===== config.mk =====
export PLATFORM = sky130hd
export DESIGN_NAME = traffic_phase_controller
export DESIGN_NICKNAME = d
export VERILOG_FILES = /design/src/rtl/traffic_phase_controller.sv
export SDC_FILE = /design/constraint.sdc
export NUM_CORES = 1
export LEC_CHECK = 0
export ABC_CLOCK_PERIOD_IN_PS = 3900
export CORE_AREA = 2 2 72 74
export CTS_CLUSTER_DIAMETER = 40
export DETAILED_ROUTE_END_ITERATION = 10
export DIE_AREA = 0 0 74 76
export GPL_TIMING_DRIVEN = 0
export MAX_ROUTING_LAYER = met4
export PLACE_DENSITY = 0.65
export SYNTH_ARGS = -nofsm -noshare
export SYNTH_HDL_FRONTEND = slang
export SYNTH_SLANG_ARGS = --single-unit

===== constraint.sdc =====
create_clock -name clk -period 3.9 [get_ports clk]
set_input_delay 0.975 -clock clk [delete_from_list [all_inputs] [get_ports clk]]
set_output_delay 0.975 -clock clk [all_outputs]
set_load 0.005 [all_outputs]

===== src/rtl/traffic_phase_controller.sv =====
// traffic_phase_controller: multi-phase traffic signal sequencer.
// Runs GREEN -> YELLOW -> ALLRED per phase, either on fixed timing or
// holding green until another phase has pending demand (actuated mode).
// Optional flashing-yellow override is compiled in when TLC_FLASH_EN is defined.
module traffic_phase_controller #(
   parameter int unsigned NUM_PHASES = 4,
   parameter int unsigned GREEN_T    = 10,
   parameter int unsigned YELLOW_T   = 3,
   parameter int unsigned ALLRED_T   = 2,
   parameter int unsigned FLASH_T    = 8,
   parameter int unsigned CNT_W      = 17
) (
   input  logic                          clk,
   input  logic                          rst,
   input  logic                          actuated,
   input  logic [NUM_PHASES-1:0]         req,
`ifdef TLC_FLASH_EN
   input  logic                          flash,
`endif
   output logic [3*NUM_PHASES-1:0]       lights,
   output logic [$clog2(NUM_PHASES)-1:0] phase,
   output logic [1:0]                    interval,
   output logic                          phase_start
);

   localparam int unsigned PH_W  = $clog2(NUM_PHASES);
   localparam int unsigned T_MAX = (32'd1 << CNT_W) - 32'd1;

   localparam logic [PH_W-1:0]  LAST_PH = PH_W'(NUM_PHASES - 1);
   localparam logic [CNT_W-1:0] G_END   = CNT_W'(GREEN_T - 1);
   localparam logic [CNT_W-1:0] Y_END   = CNT_W'(YELLOW_T - 1);
   localparam logic [CNT_W-1:0] A_END   = CNT_W'(ALLRED_T - 1);

   localparam logic [2:0] L_RED = 3'b100;
   localparam logic [2:0] L_YEL = 3'b010;
   localparam logic [2:0] L_GRN = 3'b001;

`ifdef TLC_FLASH_EN
   localparam logic [CNT_W-1:0] F_END  = CNT_W'(FLASH_T - 1);
   localparam logic [2:0]       L_DARK = 3'b000;
`endif

   // Elaboration-time parameter legality checks
   if (NUM_PHASES < 2 || NUM_PHASES > 8) begin : g_bad_num_phases
      $error("traffic_phase_controller: NUM_PHASES must be 2..8");
   end
   if (CNT_W < 1 || CNT_W > 31) begin : g_bad_cnt_w
      $error("traffic_phase_controller: CNT_W must be 1..31");
   end
   if (GREEN_T < 1 || GREEN_T > T_MAX || YELLOW_T < 1 || YELLOW_T > T_MAX ||
       ALLRED_T < 1 || ALLRED_T > T_MAX || FLASH_T < 1 || FLASH_T > T_MAX) begin : g_bad_timing
      $error("traffic_phase_controller: interval durations must be 1..2^CNT_W-1");
   end

   // Encoding doubles as the interval output code
   typedef enum logic [1:0] {
      ST_GREEN  = 2'b00,
      ST_YELLOW = 2'b01,
      ST_ALLRED = 2'b10
`ifdef TLC_FLASH_EN
      ,
      ST_FLASH  = 2'b11
`endif
   } state_t;

   state_t                  state_q, state_n;
   logic [CNT_W-1:0]        timer_q, timer_n;
   logic [PH_W-1:0]         phase_q, phase_n;
   logic [NUM_PHASES-1:0]   pending_q, pending_n;
   logic                    hold_q, hold_n;
   logic                    restart;
`ifdef TLC_FLASH_EN
   logic                    flash_on_q, flash_on_n;
`endif

   logic [NUM_PHASES-1:0]   ph_oh;
   logic [NUM_PHASES-1:0]   eff_req;
   logic [NUM_PHASES-1:0]   other_req;
   logic [PH_W-1:0]         inc_ph;
   logic [PH_W-1:0]         pick_ph;
   logic [PH_W-1:0]         scan;
   logic                    found;

   logic [3*NUM_PHASES-1:0] lights_n;
   logic                    phase_start_n;

   assign phase    = phase_q;
   assign interval = state_q;

   // Demand bookkeeping and next-phase selection (pure function of current state)
   always_comb begin
      ph_oh          = '0;
      ph_oh[phase_q] = 1'b1;
      // A request for the phase already showing green is dropped
      eff_req   = pending_q | (req & ~((state_q == ST_GREEN) ? ph_oh : '0));
      other_req = eff_req & ~ph_oh;
      inc_ph    = (phase_q == LAST_PH) ? '0 : phase_q + 1'b1;
      pick_ph   = inc_ph;
      found     = 1'b0;
      scan      = phase_q;
      // Upward search from phase+1 with wrap; current phase is checked last
      for (int k = 0; k < NUM_PHASES; k++) begin
         scan = (scan == LAST_PH) ? '0 : scan + 1'b1;
         if (!found && eff_req[scan]) begin
            pick_ph = scan;
            found   = 1'b1;
         end
      end
   end

   // Next-state, phase, demand and timer logic
   always_comb begin
      state_n   = state_q;
      phase_n   = phase_q;
      pending_n = eff_req;
      hold_n    = hold_q;
      restart   = 1'b0;
      timer_n   = timer_q;
`ifdef TLC_FLASH_EN
      flash_on_n = flash_on_q;
`endif

      case (state_q)
         ST_GREEN: begin
            if (hold_q) begin
               // Actuated hold: leave as soon as any other phase wants service
               if (|other_req) state_n = ST_YELLOW;
            end else if (timer_q == G_END) begin
               // Mode is sampled here only; the hold flag carries the decision
               if (!actuated || (|other_req)) state_n = ST_YELLOW;
               else                           hold_n  = 1'b1;
            end
         end
         ST_YELLOW: begin
            if (timer_q == Y_END) state_n = ST_ALLRED;
         end
         ST_ALLRED: begin
            if (timer_q == A_END) begin
               state_n            = ST_GREEN;
               phase_n            = actuated ? pick_ph : inc_ph;
               pending_n[phase_n] = 1'b0;
            end
         end
`ifdef TLC_FLASH_EN
         ST_FLASH: begin
            pending_n = '0;
            if (timer_q == F_END) begin
               restart    = 1'b1;
               flash_on_n = ~flash_on_q;
            end
         end
`endif
         default: begin
            state_n = ST_ALLRED;
         end
      endcase

`ifdef TLC_FLASH_EN
      // Flash overrides everything; release always restarts from the last phase
      if (flash) begin
         pending_n = '0;
         if (state_q != ST_FLASH) begin
            state_n    = ST_FLASH;
            flash_on_n = 1'b1;
         end
      end else if (state_q == ST_FLASH) begin
         state_n = ST_ALLRED;
         phase_n = LAST_PH;
      end
`endif

      if (state_n != ST_GREEN) hold_n = 1'b0;

      // Timer clears on any state change and saturates rather than wrapping
      if ((state_n != state_q) || restart) timer_n = '0;
      else if (&timer_q)                   timer_n = timer_q;
      else                                 timer_n = timer_q + 1'b1;
   end

   // Output decode from next-state values so outputs move with the state register
   always_comb begin
      lights_n = '0;
      for (int p = 0; p < NUM_PHASES; p++) begin
         lights_n[3*p +: 3] = L_RED;
         case (state_n)
            ST_GREEN:  if (phase_n == PH_W'(p)) lights_n[3*p +: 3] = L_GRN;
            ST_YELLOW: if (phase_n == PH_W'(p)) lights_n[3*p +: 3] = L_YEL;
`ifdef TLC_FLASH_EN
            ST_FLASH:  lights_n[3*p +: 3] = flash_on_n ? L_YEL : L_DARK;
`endif
            default:   lights_n[3*p +: 3] = L_RED;
         endcase
      end
      phase_start_n = (state_n == ST_GREEN) && (state_q != ST_GREEN);
   end

   // State, timer, demand and output registers
   always_ff @(posedge clk) begin
      if (rst) begin
         state_q     <= ST_ALLRED;
         phase_q     <= LAST_PH;
         timer_q     <= '0;
         pending_q   <= '0;
         hold_q      <= 1'b0;
         lights      <= {NUM_PHASES{L_RED}};
         phase_start <= 1'b0;
`ifdef TLC_FLASH_EN
         flash_on_q  <= 1'b0;
`endif
      end else begin
         state_q     <= state_n;
         phase_q     <= phase_n;
         timer_q     <= timer_n;
         pending_q   <= pending_n;
         hold_q      <= hold_n;
         lights      <= lights_n;
         phase_start <= phase_start_n;
`ifdef TLC_FLASH_EN
         flash_on_q  <= flash_on_n;
`endif
      end
   end

endmodule


# Yosys cells after proc, flatten, opt, wreduce, memory -nomap -nowiden
# Cells that the tools add are included.
classes:
  multipliers: 0
  reduce_logical: 20
  shift: 0
  add_sub_neg: 5
  bitwise_logic: 7
  div: 0
  magnitude_cmp: 8
  n_mux: 50
  n_eq_ne: 14
ops:
  columns: ["operator", "n"]
  rows:
  - ["2-to-1 mux 2 bit", 16]
  - ["2-to-1 mux 3 bit", 8]
  - ["one-hot mux 3 bit (2 select lines)", 4]
  - ["< comparator 2 x 3 -> 1 bit (second input constant)", 6]
  - ["adder 17 x 1 -> 17 bit (second input constant)", 1]
  - ["equality test 17 x 1 -> 1 bit (second input constant)", 1]
  - ["equality test 17 x 2 -> 1 bit (second input constant)", 1]
  - ["equality test 17 x 4 -> 1 bit (second input constant)", 1]
  - ["AND reduction 17 bit", 1]
  - ["equality test 2 bit (second input constant)", 7]
  - ["AND 4 bit", 3]
  - ["2-to-1 mux 1 bit", 12]
  - ["2-to-1 mux 4 bit", 3]
  - ["NOT 4 bit", 3]
  - ["adder 2 x 1 -> 2 bit (second input constant)", 4]
  - ["binary-select mux 1 bit (select 2 bit)", 4]
  - ["equality test 2 x 1 -> 1 bit (second input constant)", 3]
  - ["logical AND 1 bit", 6]
  - ["zero test 2 bit", 3]
  - ["one-hot mux 2 bit (3 select lines)", 1]
  - ["demux 1 bit (select 2 bit)", 2]
  - ["greater-or-equal comparator 2 x 1 -> 1 bit (second input constant)", 2]
  - ["zero test 1 bit", 4]
  - ["bitwise OR 4 bit", 1]
  - ["other kinds (5)", 7]
word_totals:
  inputBits: 7
  output_inout_bits: 17
  ram_bits: 0
  mem_bits_ro: 0
  word_cells: 111
  ff_bits: 39
  n_memories: 0
  latchBits: 0

# Depth between registers and ports, before layout
logic_depth:
  depth_word: 29
  ltp_mapped: 11
  depth_no_buf: 11

# Worst setup path before layout
# No wires, ideal clock.
synth_timing:
  path_type: "in2reg"
  startpoint: "input port req[1]"
  endpoint: "register lights[10]"
  setup_ns: 0.079
  t_required_ns: 3.821
  stages: 8
  t_arrival_ns: 2.551
  slack_ns: 1.270
  n_path_buf: 1
  path_cell_list: "nor2_1 -> or2_2 -> a31oi_1 -> a22oi_4 -> and2b_2 -> or3_1 -> buf_2 -> nor3_1"
synth_via:
  elab_chain_cells: 20
  word_cells_on_any_way: 38
  cone_classes: "2 x eq/ne; 24 x mux; 3 x bitwise; 9 x reduce/logical"
synth_lines:
  columns: ["element", "line", "text"]
  rows:
  - ["from (decl)", "16", "input logic [NUM_PHASES-1:0] req,"]
  - ["AND 4 bit *", "95", "eff_req = pending_q | (req & ~((state_q == ST_GREEN) ? ph_oh : '0));"]
  - ["bitwise OR 4 bit *", "95", null]
  - ["binary-select mux 1 bit (select 2 bit)", "104", "if (!found && eff_req[scan]) begin"]
  - ["2-to-1 mux 1 bit (implied by the code)", "104", null]
  - ["2-to-1 mux 1 bit", "104", null]
  - ["zero test 1 bit", "104", null]
  - ["logical AND 1 bit", "104", null]
  - ["2-to-1 mux 1 bit", "104", null]
  - ["[4 not listed]", null, null]
  - ["logical AND 1 bit", "104", null]
  - ["2-to-1 mux 2 bit", "104", null]
  - ["2-to-1 mux 2 bit", "140", "phase_n = actuated ? pick_ph : inc_ph;"]
  - ["2-to-1 mux 2 bit", "138", "if (timer_q == A_END) begin"]
  - ["2-to-1 mux 2 bit", "123", "case (state_q)"]
  - ["equality test 2 bit", "187", "ST_YELLOW: if (phase_n == PH_W'(p)) lights_n[3*p +: 3] = L_YEL;"]
  - ["2-to-1 mux 3 bit", "187", null]
  - ["one-hot mux 3 bit (2 select lines) *", "185", "case (state_n)"]
  - ["to (signal assigned)", "205", "lights <= {NUM_PHASES{L_RED}};"]
  - ["to (signal assigned)", "216", "lights <= lights_n;"]
  - ["to (decl)", "20", "output logic [3*NUM_PHASES-1:0] lights,"]
# Every way passes the cells marked *; elsewhere a longest branch is shown, timed or not. The select of a mux whose other input is x is not followed.
# A chain may end at the register's enable or synchronous reset.

# Worst setup path after layout
layout_timing:
  startpoint: "input port req[0]"
  endpoint: "register lights[9]"
layout_via:
  elab_chain_cells: 20
  word_cells_on_any_way: 38
  cone_classes: "2 x eq/ne; 24 x mux; 3 x bitwise; 9 x reduce/logical"
layout_lines:
  columns: ["element", "line", "text"]
  rows:
  - ["AND 4 bit *", "95", null]
  - ["bitwise OR 4 bit *", "95", null]
  - ["binary-select mux 1 bit (select 2 bit)", "104", null]
  - ["2-to-1 mux 1 bit (implied by the code)", "104", null]
  - ["2-to-1 mux 1 bit", "104", null]
  - ["zero test 1 bit", "104", null]
  - ["logical AND 1 bit", "104", null]
  - ["2-to-1 mux 1 bit", "104", null]
  - ["[4 not listed]", null, null]
  - ["logical AND 1 bit", "104", null]
  - ["2-to-1 mux 2 bit", "104", null]
  - ["2-to-1 mux 2 bit", "140", null]
  - ["2-to-1 mux 2 bit", "138", null]
  - ["2-to-1 mux 2 bit", "123", null]
  - ["equality test 2 bit", "186", "ST_GREEN: if (phase_n == PH_W'(p)) lights_n[3*p +: 3] = L_GRN;"]
  - ["2-to-1 mux 3 bit", "186", null]
  - ["one-hot mux 3 bit (2 select lines) *", "185", null]
# Marked as above.

==> impl_metrics.prom <==
# TYPE chip_impl_metric gauge
chip_impl_metric{name="final_hold_slack",unit="ps"} 470
chip_impl_metric{name="share_of_total_power_in_the_clock_network",unit=""} 0.220
chip_impl_metric{name="report.final.slew_viol_count",unit=""} 0
chip_impl_metric{name="final_layout_size_suffix_gt1_frac",unit=""} 0.0931
chip_impl_info{name="critical-path-top-delay-family",value="simple AND/OR/NAND/NOR gates"} 1
chip_impl_metric{name="hold_viol_final",unit=""} 0
chip_impl_metric{name="final_critical_path_setup_slack",unit="ps"} 927
chip_impl_metric{name="grt_max_degree",unit=""} 14
chip_impl_metric{name="max_freq",unit="MHz"} 336
chip_impl_info{name="mostFrequentLayoutCells",value="dfxtp_1 (39), nor2_1 (36), clkdlybuf4s50_1 (22)"} 1
chip_impl_metric{name="floorplan.die.height",unit="um"} 76
chip_impl_info{name="critPathCaptureType",value="register"} 1
chip_impl_metric{name="postSynthCellCount",unit=""} 217
chip_impl_metric{name="power.sequential.fraction",unit=""} 0.399
chip_impl_metric{name="fin_setup_tns",unit="ps"} 0
chip_impl_metric{name="ys_async_sr_fraction",unit=""} 0
chip_impl_metric{name="leakage",unit="nW"} 0.841
chip_impl_metric{name="postCtsSetupBuffers",unit=""} 0
chip_impl_metric{name="grt_overflow_total",unit=""} 0
chip_impl_metric{name="setup_clock_skew_after_layout",unit="ps"} 7.40
chip_impl_metric{name="design.portCount",unit=""} 24
chip_impl_metric{name="fillers",unit=""} 486
chip_impl_info{name="tritoncts",value="built"} 1
chip_impl_metric{name="worstPathArrival",unit="ps"} 3190
chip_impl_metric{name="number_of_antenna_violations_at_the_first_check_in_global_routing",unit=""} 0
chip_impl_metric{name="power.density",unit="nW/um^2"} 529
chip_impl_metric{name="detail_route.vias_per_cell",unit=""} 5.02
chip_impl_metric{name="fin_nets",unit=""} 261
chip_impl_metric{name="pre_cts_ws",unit="ps"} 652
chip_impl_metric{name="ys_types",unit=""} 48
chip_impl_metric{name="routabilityCongestion",unit=""} 0.906
chip_impl_metric{name="start_util",unit=""} 0.386
chip_impl_info{name="worstPathCellList",value="clkdlybuf4s50_1 > nor2_1 > or2_1 > buf_4 > a211oi_1 > nor4_2 > or3_1 > buf_2 > nor3_1"} 1
chip_impl_info{name="run_status",value="finished clean"} 1
chip_impl_metric{name="final_area",unit="sq um"} 2290
chip_impl_metric{name="placement.cell_area",unit="sq um"} 2200
chip_impl_metric{name="firstDrtPassIters",unit=""} 4
chip_impl_metric{name="multi_input_comb_area",unit="sq um"} 1050
chip_impl_metric{name="syn-num-nets",unit=""} 232
chip_impl_metric{name="gr-usage-all-layers",unit=""} 0.160
chip_impl_info{name="root_buffer",value="clkbuf_8"} 1
chip_impl_metric{name="crit_path_max_fanout",unit=""} 7
chip_impl_metric{name="share_of_total_power_in_combinational_logic",unit=""} 0.381
chip_impl_metric{name="cts_htree_levels",unit=""} 2
chip_impl_metric{name="core_region_area",unit="sq um"} 4910
chip_impl_metric{name="route.detailed.drc",unit=""} 0
chip_impl_metric{name="path_clk_slew",unit="ps"} 80
chip_impl_metric{name="power.switching",unit="mW"} 0.441
chip_impl_metric{name="synth_edf_count",unit=""} 0
chip_impl_metric{name="synthesis.area",unit="sq um"} 1900
chip_impl_metric{name="sequential_cell_area",unit="sq um"} 781
chip_impl_metric{name="die-width",unit="um"} 74
chip_impl_metric{name="drt-initial-drc-count",unit=""} 90
chip_impl_metric{name="sw_frac_of_total",unit=""} 0.364
chip_impl_metric{name="relSlewSlack",unit=""} 0.553
chip_impl_metric{name="synth_warnings",unit=""} 0
chip_impl_metric{name="cts.sinks",unit=""} 39
chip_impl_metric{name="detailed_place_hpwl",unit="um"} 2940
chip_impl_metric{name="cts_buffer_depth",unit=""} 2
chip_impl_metric{name="finalWirelength",unit="um"} 4000
chip_impl_metric{name="clkLatencyLatePin",unit="ps"} 290
chip_impl_metric{name="required",unit="ps"} 4120
chip_impl_metric{name="final.min_clock_period",unit="ps"} 2970
chip_impl_metric{name="cts_resized",unit=""} 0
chip_impl_info{name="yosys_most_used_dff",value="dfxtp_1"} 1
chip_impl_metric{name="worst_vdd_rail_ir_drop",unit="mV"} 0.321
chip_impl_metric{name="area_delta_synth_final",unit="%"} 20.9
chip_impl_metric{name="synth_seq_cells",unit=""} 39
chip_impl_metric{name="via_count",unit=""} 1591
chip_impl_info{name="crit_path_top_delay_cell",value="clkdlybuf4s50_1"} 1
chip_impl_metric{name="drt-wirelength-per-cell",unit="um"} 12.6
chip_impl_metric{name="grt_first_pass_wirelength",unit="um"} 6870
chip_impl_metric{name="postLayoutCoreUtil",unit=""} 0.467
chip_impl_info{name="mostFrequentLayoutCell",value="dfxtp_1"} 1
chip_impl_metric{name="cts_made_buffers",unit=""} 5
chip_impl_metric{name="core.rowCount",unit=""} 26
chip_impl_metric{name="buffer_ports.inserted",unit=""} 22
chip_impl_info{name="start_kind",value="input pin"} 1
chip_impl_metric{name="internal_power_summed_over_all_cells",unit="mW"} 0.771
chip_impl_metric{name="worst_slew_pin_slew",unit="ps"} 670
chip_impl_metric{name="crit_buf_inv",unit=""} 3
chip_impl_metric{name="die_area",unit="sq um"} 5620
chip_impl_metric{name="maxCapViolCount",unit=""} 0
chip_impl_metric{name="period_share",unit=""} 0.762
chip_impl_info{name="unrepaired_setup_endpoints_after_global_routing",value="false"} 1
chip_impl_metric{name="slowest_delay",unit="ps"} 460
chip_impl_metric{name="first_global_vias",unit=""} 1473
chip_impl_metric{name="final-setup-viol-count",unit=""} 0
chip_impl_info{name="critPathKind",value="in2reg"} 1
chip_impl_metric{name="cts_hold_buffers",unit=""} 0
chip_impl_metric{name="sequential_area_share_after_synthesis",unit=""} 0.412
chip_impl_metric{name="postSynthAreaPerCell",unit="sq um"} 8.74
chip_impl_metric{name="final_antenna_net_count",unit=""} 0
chip_impl_metric{name="antennaDiodeCount",unit=""} 0
chip_impl_info{name="worst_hold_path_type",value="reg2reg"} 1
## power by group through the flow
| stage | Combinational [mW] | Clock, mW | Sequential [mW] |
|---|---|---|---|
| 2_1_floorplan | 0.319 | 0 | 0.486 |
| 3_3_place_gp | 0.454 | 0 | 0.492 |
| 3_5_place_dp | 0.457 | 0 | 0.493 |
| 4_1_cts | 0.459 | 0.275 | 0.484 |
| 5_1_grt | 0.513 | 0.289 | 0.490 |
| 6_report | 0.463 | 0.267 | 0.483 |
## registers in the layout, indices dropped and copies added, names as in the netlist
signal	cells
hold_q	1
interval	2
lights	12
pending_q	4
phase	2
phase_start	1
timer_q	17
## cells in the mapped netlist, drive strengths merged, types with 6 or more instances
master	n	share of area
a211oi	6	0.024
a21oi	6	0.016
dfxtp	39	0.41
ha	8	0.053
inv	13	0.026
nand2	12	0.024
nand3	8	0.021
nand4	6	0.020
nor2	37	0.075
nor3	11	0.032
xnor2	6	0.028
xor2	9	0.042
## metrics by stage
step	total power [mW]	std cells
3_5_place_dp	0.950	309
3_3_place_gp	0.945	309
4_1_cts	1.22	317
6_report	1.21	317
5_1_grt	1.29	317
2_1_floorplan	0.805	217
## cell type report
type,instances,area share
Multi-Input combinational cell,161,0.457
Sequential cell,39,0.340
Timing Repair Buffer,22,0.0960
Tap cell,70,0.0382
Inverter,13,0.0213
Clock inverter,3,0.00873
Buffer,4,0.00873
Clock buffer,5,0.0300
## logic make-up after synthesis
logic type	share of synthesized area
AOI/OAI and AO/OA	0.133
xor gates and xnor gates	0.0693
adders and majority gates	0.0528
buffers and inverters	0.0363
DFF	0.412
muxes	0.0218
and+or+nand+nor	0.275
## tightest hold or removal path, delay by kind of cell (launching register included)
family | cells | cell delay (ps)
flops | 1 | 330
buf+inv | 1 | 50
compound gates | 1 | 50
## worst paths after layout
check | startpoint | depth (start not counted) | slack (ps) | to
setup / recovery | req[0] | 9 | 930 | lights[9]
hold / removal | hold_q | 2 | 470 | hold_q
setup reg to reg | phase[0] | 10 | 1090 | lights[9]
hold reg to reg | hold_q | 2 | 470 | hold_q
## per-layer routing
metal	GRT usage	vias up	wire length (um)
met5	-	-	0
met4	0.0709	0	80
met3	0.0370	6	127
met2	0.233	26	1840
met1	0.211	731	1950
li1	-	828	-
No activity file was read; power rests on OpenSTA's default activity.
